File: src/rtl/page_feeder_pkg.sv
// Shared definitions for the page feeder: default geometry and FSM state encoding.
package page_feeder_pkg;

    localparam int PF_LEN_DATA  = 25;
    localparam int PF_SIZE_PAGE = 64;

    typedef enum logic [2:0] {
        S_FILL   = 3'd0,
        S_START  = 3'd1,
        S_STREAM = 3'd2,
        S_WAIT   = 3'd3,
        S_HALT   = 3'd4
    } pf_state_e;

endpackage

File: src/rtl/page_feeder_buf.sv
// page_buf: one page of cell storage, synchronous write port and combinational read port.
module page_buf
    import page_feeder_pkg::*;
#(
    parameter int LEN_DATA  = PF_LEN_DATA,
    parameter int SIZE_PAGE = PF_SIZE_PAGE,
    parameter int ADDR_W    = $clog2(SIZE_PAGE)
) (
    input  logic                clk_i,
    input  logic                we_i,
    input  logic [ADDR_W-1:0]   waddr_i,
    input  logic [LEN_DATA-1:0] wdata_i,
    input  logic [ADDR_W-1:0]   raddr_i,
    output logic [LEN_DATA-1:0] rdata_o
);

    logic [LEN_DATA-1:0] mem_q [SIZE_PAGE];

    // Cell write; contents are deliberately left out of reset.
    always_ff @(posedge clk_i) begin
        if (we_i) begin
            mem_q[waddr_i] <= wdata_i;
        end
    end

    assign rdata_o = mem_q[raddr_i];

endmodule

File: src/rtl/page_feeder.sv
// Page feeder: collects SIZE_PAGE cell words, then streams them to the shifter one per cycle.
// Define PAGE_FEEDER_PINGPONG_EN for two banks so filling overlaps streaming.
module page_feeder
    import page_feeder_pkg::*;
#(
    parameter int LEN_DATA  = PF_LEN_DATA,
    parameter int SIZE_PAGE = PF_SIZE_PAGE
) (
    input  logic                clk,
    input  logic                rst,
    input  logic                in_valid,
    input  logic [LEN_DATA-1:0] in_data,
    output logic                in_ready,
    output logic                sh_start,
    output logic [LEN_DATA-1:0] sh_data,
    input  logic                sh_one_done,
    input  logic                sh_done,
    output logic [15:0]         page_count,
    output logic                busy
);

    localparam int ADDR_W = $clog2(SIZE_PAGE);
    localparam logic [ADDR_W-1:0] LAST_CELL = ADDR_W'(SIZE_PAGE - 1);
    localparam logic [ADDR_W-1:0] ZERO_CELL = {ADDR_W{1'b0}};
`ifdef PAGE_FEEDER_PINGPONG_EN
    localparam logic PINGPONG = 1'b1;
`else
    localparam logic PINGPONG = 1'b0;
`endif

    pf_state_e           state_q, state_d;
    logic [ADDR_W-1:0]   wr_ptr_q, wr_ptr_d;
    logic [ADDR_W-1:0]   rd_ptr_q, rd_ptr_d;
    logic                wr_bank_q, wr_bank_d;
    logic                rd_bank_q, rd_bank_d;
    logic [1:0]          full_q, full_d;
    logic                od_q, od_d;
    logic [15:0]         page_cnt_q, page_cnt_d;
    logic                in_ready_q, in_ready_d;
    logic                sh_start_q, sh_start_d;
    logic [LEN_DATA-1:0] sh_data_q, sh_data_d;
    logic                busy_q, busy_d;
    logic                hs_s;
    logic [LEN_DATA-1:0] rd_data_s;
    logic [LEN_DATA-1:0] rd_data0_s;

    assign hs_s = in_valid & in_ready_q;

    // Fill-side pointer/bank bookkeeping and the stream-side FSM.
    always_comb begin
        wr_ptr_d   = wr_ptr_q;
        wr_bank_d  = wr_bank_q;
        full_d     = full_q;
        state_d    = state_q;
        rd_ptr_d   = rd_ptr_q;
        rd_bank_d  = rd_bank_q;
        od_d       = od_q;
        page_cnt_d = page_cnt_q;

        if (hs_s) begin
            if (wr_ptr_q == LAST_CELL) begin
                wr_ptr_d          = ZERO_CELL;
                full_d[wr_bank_q] = 1'b1;
                wr_bank_d         = PINGPONG & ~wr_bank_q;
            end else begin
                wr_ptr_d = wr_ptr_q + ADDR_W'(1);
            end
        end else begin
            wr_ptr_d = wr_ptr_q;
        end

        if (sh_done) begin
            state_d = S_HALT;
        end else begin
            case (state_q)
                S_FILL: begin
                    if (full_d[rd_bank_q]) begin
                        state_d  = S_START;
                        rd_ptr_d = ZERO_CELL;
                    end else begin
                        state_d = S_FILL;
                    end
                end
                S_START: begin
                    state_d  = S_STREAM;
                    rd_ptr_d = ADDR_W'(1);
                    od_d     = od_q | sh_one_done;
                end
                S_STREAM: begin
                    od_d = od_q | sh_one_done;
                    if (rd_ptr_q == LAST_CELL) begin
                        state_d = S_WAIT;
                    end else begin
                        rd_ptr_d = rd_ptr_q + ADDR_W'(1);
                    end
                end
                S_WAIT: begin
                    if (sh_one_done | od_q) begin
                        od_d              = 1'b0;
                        page_cnt_d        = page_cnt_q + 16'd1;
                        full_d[rd_bank_q] = 1'b0;
                        rd_bank_d         = PINGPONG & ~rd_bank_q;
                        // With two banks, a page that is already complete starts at once.
                        if (full_d[rd_bank_d]) begin
                            state_d  = S_START;
                            rd_ptr_d = ZERO_CELL;
                        end else begin
                            state_d = S_FILL;
                        end
                    end else begin
                        state_d = S_WAIT;
                    end
                end
                S_HALT: begin
                    state_d = S_HALT;
                end
                default: begin
                    state_d = S_FILL;
                end
            endcase
        end
    end

    // Next values of the registered outputs, derived from the next state.
    always_comb begin
        in_ready_d = (state_d != S_HALT) & ~full_d[wr_bank_d];
        sh_start_d = (state_d == S_START);
        busy_d     = ~((state_d == S_FILL) & (wr_ptr_d == ZERO_CELL) & (full_d == 2'b00));
        if ((state_d == S_START) || (state_d == S_STREAM)) begin
            sh_data_d = rd_data_s;
        end else begin
            sh_data_d = sh_data_q;
        end
    end

    // State and output registers with synchronous reset.
    always_ff @(posedge clk) begin
        if (rst) begin
            state_q    <= S_FILL;
            wr_ptr_q   <= ZERO_CELL;
            rd_ptr_q   <= ZERO_CELL;
            wr_bank_q  <= 1'b0;
            rd_bank_q  <= 1'b0;
            full_q     <= 2'b00;
            od_q       <= 1'b0;
            page_cnt_q <= 16'd0;
            in_ready_q <= 1'b0;
            sh_start_q <= 1'b0;
            sh_data_q  <= {LEN_DATA{1'b0}};
            busy_q     <= 1'b0;
        end else begin
            state_q    <= state_d;
            wr_ptr_q   <= wr_ptr_d;
            rd_ptr_q   <= rd_ptr_d;
            wr_bank_q  <= wr_bank_d;
            rd_bank_q  <= rd_bank_d;
            full_q     <= full_d;
            od_q       <= od_d;
            page_cnt_q <= page_cnt_d;
            in_ready_q <= in_ready_d;
            sh_start_q <= sh_start_d;
            sh_data_q  <= sh_data_d;
            busy_q     <= busy_d;
        end
    end

    page_buf #(
        .LEN_DATA  (LEN_DATA),
        .SIZE_PAGE (SIZE_PAGE),
        .ADDR_W    (ADDR_W)
    ) u_bank0 (
        .clk_i   (clk),
        .we_i    (hs_s & ~wr_bank_q),
        .waddr_i (wr_ptr_q),
        .wdata_i (in_data),
        .raddr_i (rd_ptr_d),
        .rdata_o (rd_data0_s)
    );

`ifdef PAGE_FEEDER_PINGPONG_EN
    logic [LEN_DATA-1:0] rd_data1_s;

    page_buf #(
        .LEN_DATA  (LEN_DATA),
        .SIZE_PAGE (SIZE_PAGE),
        .ADDR_W    (ADDR_W)
    ) u_bank1 (
        .clk_i   (clk),
        .we_i    (hs_s & wr_bank_q),
        .waddr_i (wr_ptr_q),
        .wdata_i (in_data),
        .raddr_i (rd_ptr_d),
        .rdata_o (rd_data1_s)
    );

    assign rd_data_s = rd_bank_d ? rd_data1_s : rd_data0_s;
`else
    assign rd_data_s = rd_data0_s;
`endif

    assign in_ready   = in_ready_q;
    assign sh_start   = sh_start_q;
    assign sh_data    = sh_data_q;
    assign page_count = page_cnt_q;
    assign busy       = busy_q;

endmodule

File: config.mk
export PLATFORM = sky130hd
export DESIGN_NAME = page_feeder
export DESIGN_NICKNAME = d
export VERILOG_FILES = /design/src/rtl/page_feeder_pkg.sv /design/src/rtl/page_feeder_buf.sv /design/src/rtl/page_feeder.sv
export SDC_FILE = /design/constraint.sdc
export NUM_CORES = 1
export LEC_CHECK = 0
export CAP_MARGIN = 10
export CORE_AREA = 2 2 593 447
export DETAILED_ROUTE_END_ITERATION = 16
export DIE_AREA = 0 0 595 449
export PLACE_DENSITY_LB_ADDON = 0.12
export SETUP_SLACK_MARGIN = 0.15
export SLEW_MARGIN = 40
export SYNTH_ARGS = -nofsm -noshare
export SYNTH_HDL_FRONTEND = slang
export SYNTH_HIERARCHICAL = 1
export SYNTH_SLANG_ARGS = --single-unit
File: constraint.sdc
create_clock -name clk -period 3.8 [get_ports clk]
set_clock_uncertainty 0.1 [all_clocks]
set_input_delay 0.76 -clock clk [delete_from_list [all_inputs] [get_ports clk]]
set_output_delay 0.76 -clock clk [all_outputs]
set_load 0.01 [all_outputs]
After elaboration in Yosys (flattened, before gate mapping)
Memory sizes are Yosys's and may differ from the RTL's. A register that Yosys moved wholly into a read port is not among the register bits.
Index checks and enable logic that the tools add are counted.
Word-level totals
  register bits: 38
  bits in latches: 0
  memory bits (writable): 1600
  bits in read-only memories: 0
  input bits: 30
  output and inout bits: 44
  logic and storage cells: 74
  memories: 1
Memory list
  u_bank0.mem_q: depth 64, width 25, rd ports 1, clocked after Yosys merged registers in 1, write ports 1, line page_feeder_buf.sv:17  | logic [LEN_DATA-1:0] mem_q [SIZE_PAGE];
Cells by class
  add/sub/neg operators: 3
  multipliers: 0
  div/mod/pow operators: 0
  $lt $le $gt $ge: 3
  equal/unequal tests: 10
  shift-type cells: 0
  mux-type cells: 26
  bitwise operators: 11
  reduce and logical (&&, ||, !) cells: 10
Operators with widths (count)
  6-bit 2-to-1 mux: 5
  6-bit one-hot mux with 3 select lines: 1
  16-bit by 1-bit adder with 16-bit output, second input constant: 1
  3-bit one-hot mux with 5 select lines: 1
  6-bit by 1-bit adder with 6-bit output, second input constant: 2
  6-bit == test, second input constant: 2
  1-bit 2-to-1 mux: 12
  3-bit by 2-bit == test with 1-bit output, second input constant: 3
  3-bit by 1-bit == test with 1-bit output, second input constant: 2
  3-bit logical NOT: 2
  6-bit logical NOT: 1
  2-bit 2-to-1 mux: 3
  3-bit 2-to-1 mux: 2
  3-bit AND reduction: 2
  1-bit bitwise AND: 5
  1-bit by 2-bit < comparator with 1-bit output, second input constant: 2
  1-bit inverter: 4
  3-bit == test, second input constant: 1
  3-bit != test, second input constant: 1
  2-bit logical NOT: 1
  2-bit != test, second input constant: 1
  2-bit bitwise OR: 1
  1-bit one-hot mux with 2 select lines: 1
  2-bit nonzero test: 1
  other kinds (6): 6

Longest topological paths before layout
Gate-level depths: netlist of the first run.
  depth in word-level cells: 14
  mapped depth: 18
  mapped depth without buffers: 11

Cells and area by module
The synthesis of the first run kept the hierarchy.
By module, submodules not included
  page_buf: times used 1, cells each 2825, area each 61997.0 µm², seq. area each 48046.1 µm²
  page_feeder: times used 1, cells each 355, area each 3060.4 µm², seq. area each 1261.2 µm²

Worst setup path after synthesis of the first run
OpenSTA, ideal clock, no wires.
  path kind: input -> register
  start: input sh_done
  end: register sh_data_q[16] (netlist: sh_data[16]) (read register of u_bank0.mem_q)
  library setup time: 0.116 ns
  arrival: 3.587 ns
  data required time: 3.584 ns
  setup slack: -0.003 ns
  stages: 18
  path buffers: 9
  cells stage by stage: or2_1 > clkbuf_1 > a21oi_1 > and3_1 > buf_2 > buf_2 > o22ai_1 > buf_6 > buf_12 > buf_12 > buf_12 > buf_6 > buf_2 > a211oi_1 > nor3_1 > o311ai_1 > a21oi_1 > a31o_2
Between the ends
  elaborated cells on any way between the ends: 5
  those cells by class: eq/ne: 2; mux: 2; reduce/logical: 1
RTL lines
  start: declaration: line page_feeder.sv:17  | input logic sh_done,
  6-bit 2-to-1 mux: line page_feeder.sv:72  | if (sh_done) begin
  via rd_ptr_d[0]: line page_feeder.sv:33  | logic [ADDR_W-1:0] rd_ptr_q, rd_ptr_d;
  end: declaration: line page_feeder.sv:41  | logic [LEN_DATA-1:0] sh_data_q, sh_data_d;
The timed path passes the listed nets, and every way through them passes these cells.
A chain may end at the register's enable or synchronous reset.

Worst setup path after layout of the first run
  start: register rd_ptr_q[0]
  end: register sh_data_q[4] (netlist: sh_data[4]) (read register of u_bank0.mem_q)
Between the ends
  elaborated cells on any way between the ends: 12
  those cells by class: add/sub: 1; eq/ne: 3; mux: 7; reduce/logical: 1
RTL lines
  start: declaration: line page_feeder.sv:33
  start signal: assignment: line page_feeder.sv:154  | rd_ptr_q <= rd_ptr_d;
  6-bit by 1-bit adder with 6-bit output or 6-bit == test (tied branches): line page_feeder.sv:94, page_feeder.sv:91
  6-bit 2-to-1 mux: line page_feeder.sv:91  | if (rd_ptr_q == LAST_CELL) begin
  6-bit one-hot mux with 3 select lines: line page_feeder.sv:75  | case (state_q)
  6-bit 2-to-1 mux *: line page_feeder.sv:72
  via rd_ptr_d[0]: line page_feeder.sv:33
The timed path passes the listed nets; every way through them passes the cells marked *.

==> impl_results.md, run 1 <==
* Power Density at approximately 460 nW/um^2
* First-pass DRT Iterations at 6
* Avg Inst Size Synth at 20.5 sq um
* Sequential element share of the synthesized area at 0.758
* Clock slew at reported path FFs at 0.06 ns
* Crit-path leading delay family: compound AO/OA/AOI/OAI gates
* Number of buffers added on ports at 73
* Layout area overhead at 26.9%
* M3 GR Usage at 0.0221
* GPL Wtd Cong at roughly 0.77
* Die H at around 450 microns
* Total GRT Usage at 0.158
* Max-Cap Viols at 0
* Yosys top cell by area: edfxtp_1
* Pleak at about 25 nW
* DP HPWL at 135 mm
* Slowest cell delay on critical path at roughly 0.60 ns
* Final Net Count at 3854
* Global-route wire length before repair at roughly 300 mm
* Final Hold Fails at 0
* WL/cell at 29.0 microns
* Clk root buf: clkbuf_16
* Place WS at -1.36 ns
* Critical Path RT at ~4.5 ns
* Met2 GRT Util at 0.229
* Final instance area at ~83000 sq um
* TritonCTS clock tree: yes
* I/O Pins at 74
* Rel. slew slack at 0.449
* Slew @ Worst Pin at roughly 0.8 ns
* Max Freq at 0.266 GHz
* Synth Net Count at between 3000 and 4000
* CP most frequent cell: buf_12
* Fill count at around 25000
* Slew Limit Fails at 0
* Initial drt markers at between 3000 and 4000
* Synth Register Bits at ~1700
* Worst R2R Setup Slack at slightly below 0.04 ns
* Worst-Skew Late Latency at ~0.83 ns
* Max clock buf depth at 4
* Synthesis Warnings at 6
* Crit path kind: reg -> reg
* Routed via count at roughly 35000
* Num CTS Buffers at roughly 180
* # DRC at 0
* Rows at approximately 160
* Cell count after synthesis at roughly 3200
* # clock sinks at between 1500 and 2000
* Gr busiest metal: met1
* Crit path launch type: flip-flop
* Worst Path Buf+Inv at 6
* # setup viols final at 0
* Die area at ~270000 sq um
* Critical Path AT at 4.44 ns
* Layout cell share with drive strength beyond 1 at 0.382
* Number of flops mapped to enable cells by yosys at 1600
* Die width at roughly 600 microns
* Pin count of the biggest net entering global routing at 60
* Area contributors post-synth: edfxtp_1, mux4_2, mux2_2
* # H-tree levels at 4
* Cell area after placement at approximately 75000 sq um
* Core area at around 260000 sq um
* Period utilization at 0.990
* Commonest register cell after synthesis: edfxtp_1
* Final WS setup at between 0.03 and 0.04 ns
* Synthesized cell area at approximately 65000 sq um
* Routed wire length at roughly 220 mm
* Number of distinct library cells after synthesis at just under 70
* RSZ-0062 raised after global routing: yes
* Crit-path slowest cell: o21ai_0
* Critical path capture point type: flip-flop
* GR Util met1 at 0.249
* Antenna violations before repair at 17
* CP max FO at 11
* Peak supply drop at between 0.3 and 0.4 mV
* Grt ovf at 0
* Worst Setup SP: rd_ptr_q[0]$_SDFF_PP0_
* Cells on worst reg2reg path at 17
* Min-delay worst type: in -> reg
* Critical-path cell list: ha_4 -> and4_4 -> buf_6 -> nand2_4 -> a31oi_4 -> o22ai_4 -> buf_12 -> buf_12 -> buf_12 -> buf_4 -> bufbuf_16 -> mux2_2 -> o22ai_1 -> o21ai_0 -> o311ai_4 -> a21oi_2 -> a31o_2
* Vias/cell at approximately 4.6
* Status: finished clean
* Ys async rst share at 0
* Worst r2r src: rd_ptr_q[0]$_SDFF_PP0_
* Area share of the largest cell type after synthesis at 0.739
* CP endpoint: sh_data[4]$_SDFFE_PP0P_
* WP depth at 17
* Vias in the first global route at around 35000
* Post-route ant nets at 0
* Worst r2r dst: sh_data[4]$_SDFFE_PP0P_
* Initial Util at 0.248
* Tmin final at ~3.8 ns
## final cells by class
class	instances	area, sq um	area share
flip-flops and latches	1663	49300	0.597
multi-input cells	1287	15600	0.189
repair buffers	652	7580	0.0919
clock buffers	223	4810	0.0583
well taps	3465	4340	0.0525
clock inverters	91	704	0.00853
inverters	35	131	0.00159
diodes	14	35.0	0.000424
## flip-flops by register name, indices dropped and copies added, names as in the netlist
register / cells
sh_start: 1
sh_data: 25
in_ready: 1
state_q: 3
busy: 1
u_bank0/mem_q: 1600
wr_bank_q: 1
full_q: 2
rd_ptr_q: 6
od_q: 1
page_count: 16
wr_ptr_q: 6
## routing by layer
metal / share of wire / wire length (microns)
met3: 0.056 / 12000
met4: 0.019 / 4070
met5: 0.000060 / 13
met1: 0.50 / 108000
met2: 0.43 / 91600
## how the worst min path moves through the flow
stage                          from                              to  slack [ns]  cells past startpoint
2_1_floorplan  full_q[1]$_SDFF_PP0_            full_q[1]$_SDFF_PP0_        0.35                      2
3_3_place_gp   full_q[1]$_SDFF_PP0_            full_q[1]$_SDFF_PP0_        0.37                      2
3_5_place_dp   full_q[1]$_SDFF_PP0_            full_q[1]$_SDFF_PP0_        0.38                      2
4_1_cts                  in_data[2]  u_bank0/mem_q[29][2]$_DFFE_PP_        0.08                      1
5_1_grt                  in_data[2]  u_bank0/mem_q[29][2]$_DFFE_PP_        0.11                      1
6_report                 in_data[2]  u_bank0/mem_q[29][2]$_DFFE_PP_        0.14                      1
## worst register-to-register path, stage by stage, from the launching register on
cell and delay [ns]:
dfxtp_2 0.36, ha_4 0.14, and4_4 0.24, buf_6 0.11, nand2_4 0.05, a31oi_4 0.22
o22ai_4 0.11, buf_12 0.15, buf_12 0.15, buf_12 0.15, buf_4 0.17, bufbuf_16 0.29
mux2_2 0.23, o22ai_1 0.10, o21ai_0 0.60, o311ai_4 0.26, a21oi_2 0.16, a31o_2 0.15
## repair_timing
| item | CTS | global route |
|---|---|---|
| hold buffers | 0 | 0 |
| setup buffers | 56 | 14 |
| resized for setup | 156 | 87 |
| setup endpoints to repair | 25 | 25 |
| gates cloned | 12 | 1 |
| pin swaps | 31 | 34 |
## power breakdown
| part | switching, mW | internal (mW) |
|---|---|---|
| registers | 0.00401 | 20.1 |
| logic | 0.449 | 0.105 |
| clock network | 7.34 | 9.69 |
| total | 7.79 | 29.9 |
## layout by cell type (no fill, tap or decap), types with 43 or more instances in the layout
| cell | instances |
|---|---|
| edfxtp_1 | 1600 |
| buf_4 | 372 |
| mux4_2 | 302 |
| clkbuf_16 | 188 |
| buf_12 | 150 |
| mux2_2 | 126 |
| mux2i_1 | 107 |
| o22ai_1 | 83 |
| nor2_4 | 64 |
| dfxtp_1 | 55 |
| clkdlybuf4s50_1 | 46 |
| clkinv_1 | 43 |
## cells by family after synthesis
logic type,share of synthesized area
muxes,0.150
xor gates and xnor gates,0.000942
buffers and inverters,0.0220
adders and majority gates,0.000577
DFF,0.758
AOI/OAI and AO/OA,0.0449
and+or+nand+nor,0.0239
## synth_stat cells, types with 5 or more instances
library cell and n:
a22o_1 18, a21o_1 18, a311oi_1 29, nand2b_1 6, mux2i_1 131, nor3_1 31, a22oi_2 10, buf_4 20
o311ai_1 19, nand3b_1 7, o21ai_0 44, a31o_1 6, nor2_1 109, o22a_1 7, and3_1 5, a31oi_1 5
buf_6 29, mux4_1 8, or3b_2 5, nand3_1 27, nand4_1 7, o211ai_1 21, nor2b_1 24, buf_2 57
buf_12 9, o22ai_1 97, nand2_1 29, edfxtp_1 1600, a22oi_1 27, mux4_2 302, or4_1 11, xnor2_1 5
or3_1 10, dfxtp_1 63, o31ai_1 8, mux2_2 126, buf_1 10, buf_8 5, inv_1 35, a31o_2 29
clkbuf_1 65, a21oi_1 40, and2_1 6, a211oi_1 18
## stage by stage
stage,power (mW),utilization,hold WS [ns],std cells,setup TNS [ns]
after floorplan,20.5,-,0.347,3180,0
after global placement,21.0,0.285,0.368,7017,-23.84
after detailed placement,21.0,0.286,0.385,7017,-23.01
after CTS,38.2,0.313,0.0785,7399,0
after global routing,38.9,0.315,0.112,7417,-0.0845
final,37.7,0.315,0.137,7430,0
Note: power is estimated with default switching activity, not from simulation.
==> run 2: changes to the inputs <==
Settings changed: CAP_MARGIN 10 to 20, CTS_BUF_LIST set to sky130_fd_sc_hd__clkbuf_2, DONT_BUFFER_PORTS set to 1.
==> run 2 against run 1 <==
  * Cell count is 5.8% higher
  * Sequential cell count stayed put
  * Via count is 5.7% higher
  * Power is 12% lower
  * Count of clock-buffer cells in the layout is 363 higher
  * Global-route usage is 0.97 points higher
  * Register-to-register slack worse by 0.06 ns
  * The run now ends with negative setup slack left
  * Clock power is 28% lower
  * Largest cell class unchanged
  * Largest power group unchanged
  * Wire length is 6.4% higher
  * Critical path type unchanged
==> impl_results.md, run 2 (synthesis gave the netlist of run 1 again) <==
* Hold path depth at 3 (+2)
* Hold_sp: in_data[24]
* Layout area overhead at 26.7%
* Period utilization at 1.01 (+0.0157)
* Cell area after placement at 73300 sq um (-2.0%)
* Clk root buf: clkbuf_2
* Max clock buf depth at 4 (unchanged)
* Pin count of the biggest net entering global routing at 65 (+8.3%)
* Num CTS Buffers at 421 (+130%)
* Max Freq at 0.262 GHz (-1.6%)
* Crit path launch type: flip-flop
* WP depth at 16 (-1)
* Layout cell share with drive strength beyond 1 at 0.449 (+0.0664)
* RSZ-0062 raised after global routing: yes
* Non-filler cells, final at 7861 (+5.8%)
* Crit path kind: reg -> reg
* Status: finished, violations left
* Initial Util at 0.248 (unchanged)
* # setup viols final at 3 (+3)
* Vias in the first global route at 37200 (+6.5%)
* Slowest cell delay on critical path at 0.53 ns (-0.07 ns)
* TritonCTS clock tree: yes
* Routed wire length at 229 mm (+6.4%)
* Die H at 449 microns (unchanged)
* Power Density at 401 nW/um^2 (-12%)
* Worst-Skew Late Latency at 1.67 ns (+0.84 ns)
* WL/cell at 29.1 microns (+0.61%)
* First-pass DRT Iterations at 5 (-1)
* Total GRT Usage at 0.168 (+0.00971)
* Slew @ Worst Pin at 0.846 ns (+0.0222 ns)
* Worst r2r src: state_q[2]$_SDFF_PP0_
* Most frequent cells in the layout: edfxtp_1, clkbuf_2, buf_4
* Slew Limit Fails at 0 (unchanged)
* Peak supply drop at 0.221 mV (-27%)
* Violated checks: negative setup slack
* Most common cell after layout, fill and taps aside: edfxtp_1
* Critical Path RT at 5.22 ns (+0.74 ns)
* # H-tree levels at 5 (+1)
* Final instance area at 82400 sq um (-0.15%)
* Vias/cell at 4.65 (about the same)
* Final Hold Fails at 0 (unchanged)
* Setup TNS at -0.0560 ns (-0.0560 ns)
* Critical-path cell list: buf_6 -> nor3b_4 -> nand3_4 -> and3_4 -> o22ai_4 -> buf_12 -> buf_16 -> buf_16 -> buf_12 -> clkbuf_16 -> buf_6 -> mux4_2 -> o22ai_4 -> nor3_4 -> a31o_1 -> a31o_2
* Core area at 262000 sq um (unchanged)
* Design Power at 33.1 mW (-12%)
* Pleak at 26.0 nW (+2.9%)
* Worst Path Buf+Inv at 7 (+1)
* Global-route wire length before repair at 312 mm (+5.8%)
* Grt ovf at 0 (unchanged)
* Die width at 595 microns (unchanged)
* Post-route ant nets at 0 (unchanged)
* Number of buffers added on ports at 0 (-100%)
* Worst Setup SP: state_q[2]$_SDFF_PP0_
* Initial drt markers at 3435 (-1.3%)
* Crit-path leading delay family: buffers and inverters
* Largest Register: u_bank0/mem_q
* Critical path capture point type: flip-flop
* # clock sinks at 1663 (unchanged)
* Largest register FFs at 1600 (unchanged)
* Antenna violations before repair at 25 (+8)
* Routed via count at 36500 (+5.7%)
* CP max FO at 9 (-2)
* Final WS setup at -0.0199 ns (-0.0597 ns)
* Clock slew at reported path FFs at 0.11 ns (+0.05 ns)
* Final Net Count at 4149 (+7.7%)
* Die area at 267000 sq um (unchanged)
* Crit-path slowest cell: mux4_2
* GPL Wtd Cong at 0.796 (+2.8%)
* I/O Pins at 74 (unchanged)
* # DRC at 0 (unchanged)
* Rows at 163 (unchanged)
* Cells on worst reg2reg path at 16 (-1)
* Cell total after placement at 6904 (-1.6%)
* Critical Path AT at 5.24 ns (+0.80 ns)
* Rel. slew slack at 0.434 (-0.0150)
* Fill count at 25700 (+1.9%)
* Place WS at -1.09 ns (+0.268 ns)
* Max-Cap Viols at 0 (unchanged)
* Tmin final at 3.82 ns (+0.0597 ns)
* DP HPWL at 128 mm (-5.3%)
* Min-delay worst type: in -> reg
[run 2: changes by cell type in the layout (fill, tap and decap cells not counted), moves of 31 or more]
| cell | before | now |
|---|---|---|
| buf_12 | 150 | 119 |
| buf_16 | 17 | 76 |
| clkbuf_1 | 36 | 0 |
| clkbuf_16 | 188 | 8 |
| clkbuf_2 | 0 | 586 |
| clkdlybuf4s50_1 | 46 | 0 |
| clkinv_1 | 43 | 83 |
| dlygate4sd3_1 | 0 | 65 |
[run 2: repair_timing]
| action | CTS | global route |
|---|---|---|
| hold buffers | 117 | 0 |
| buffers inserted | 58 | 51 |
| resized for setup | 241 | 113 |
| pin swaps | 31 | 42 |
| cloned | 18 | 9 |
| hold endpoints to repair | 1718 | 0 |
| endpoints found under the setup margin | 25 | 25 |
[run 2: layout make-up]
class | count | area (sq um) | share of cell area
timing repair buffer | 708 | 8970 | 0.109
antenna | 9 | 22.5 | 0.000273
tap | 3465 | 4340 | 0.0526
sequential | 1663 | 49300 | 0.598
clock inverter | 108 | 663 | 0.00804
clock buffer | 586 | 2930 | 0.0356
inverter | 35 | 131 | 0.00159
multi-input combinational | 1287 | 16100 | 0.195
[run 2: layer usage]
metal	vias up	global-route usage	routed length, microns
met3	305	0.0352	16500
met4	2	0.0366	4070
li1	15400	-	-
met1	19500	0.255	110000
met5	-	0	12
met2	1242	0.243	98000
[run 2: worst register-to-register path: stages, from the launching register on]
cell and delay [ns]:
dfxtp_4 0.37, buf_6 0.12, nor3b_4 0.25, nand3_4 0.10
and3_4 0.21, o22ai_4 0.20, buf_12 0.19, buf_16 0.22
buf_16 0.20, buf_12 0.16, clkbuf_16 0.19, buf_6 0.10
mux4_2 0.53, o22ai_4 0.20, nor3_4 0.10, a31o_1 0.22
a31o_2 0.20
[run 2: metrics by stage]
| stage | hold WS (ns) | util |
|---|---|---|
| 2_1_floorplan | 0.347 | - |
| 3_5_place_dp | 0.360 | 0.280 |
| 3_3_place_gp | 0.358 | 0.280 |
| 5_1_grt | 0.0417 | 0.315 |
| 6_report | 0.243 | 0.315 |
| 4_1_cts | 0.00710 | 0.310 |
[run 2: path summary, 6_finish.rpt]
kind | end | slack (ns)
worst max-delay path | sh_data[18]$_SDFFE_PP0P_ | -0.02
worst min-delay path | u_bank0/mem_q[11][24]$_DFFE_PP_ | 0.24
worst max register to register | sh_data[18]$_SDFFE_PP0P_ | -0.02
worst min register to register | full_q[1]$_SDFF_PP0_ | 0.38
[run 2: where the power goes]
group          switching [mW]  internal (mW)
Clock                    7.49           4.70
Sequential            0.00464           20.0
Combinational           0.561          0.243
Total                    8.06           25.0
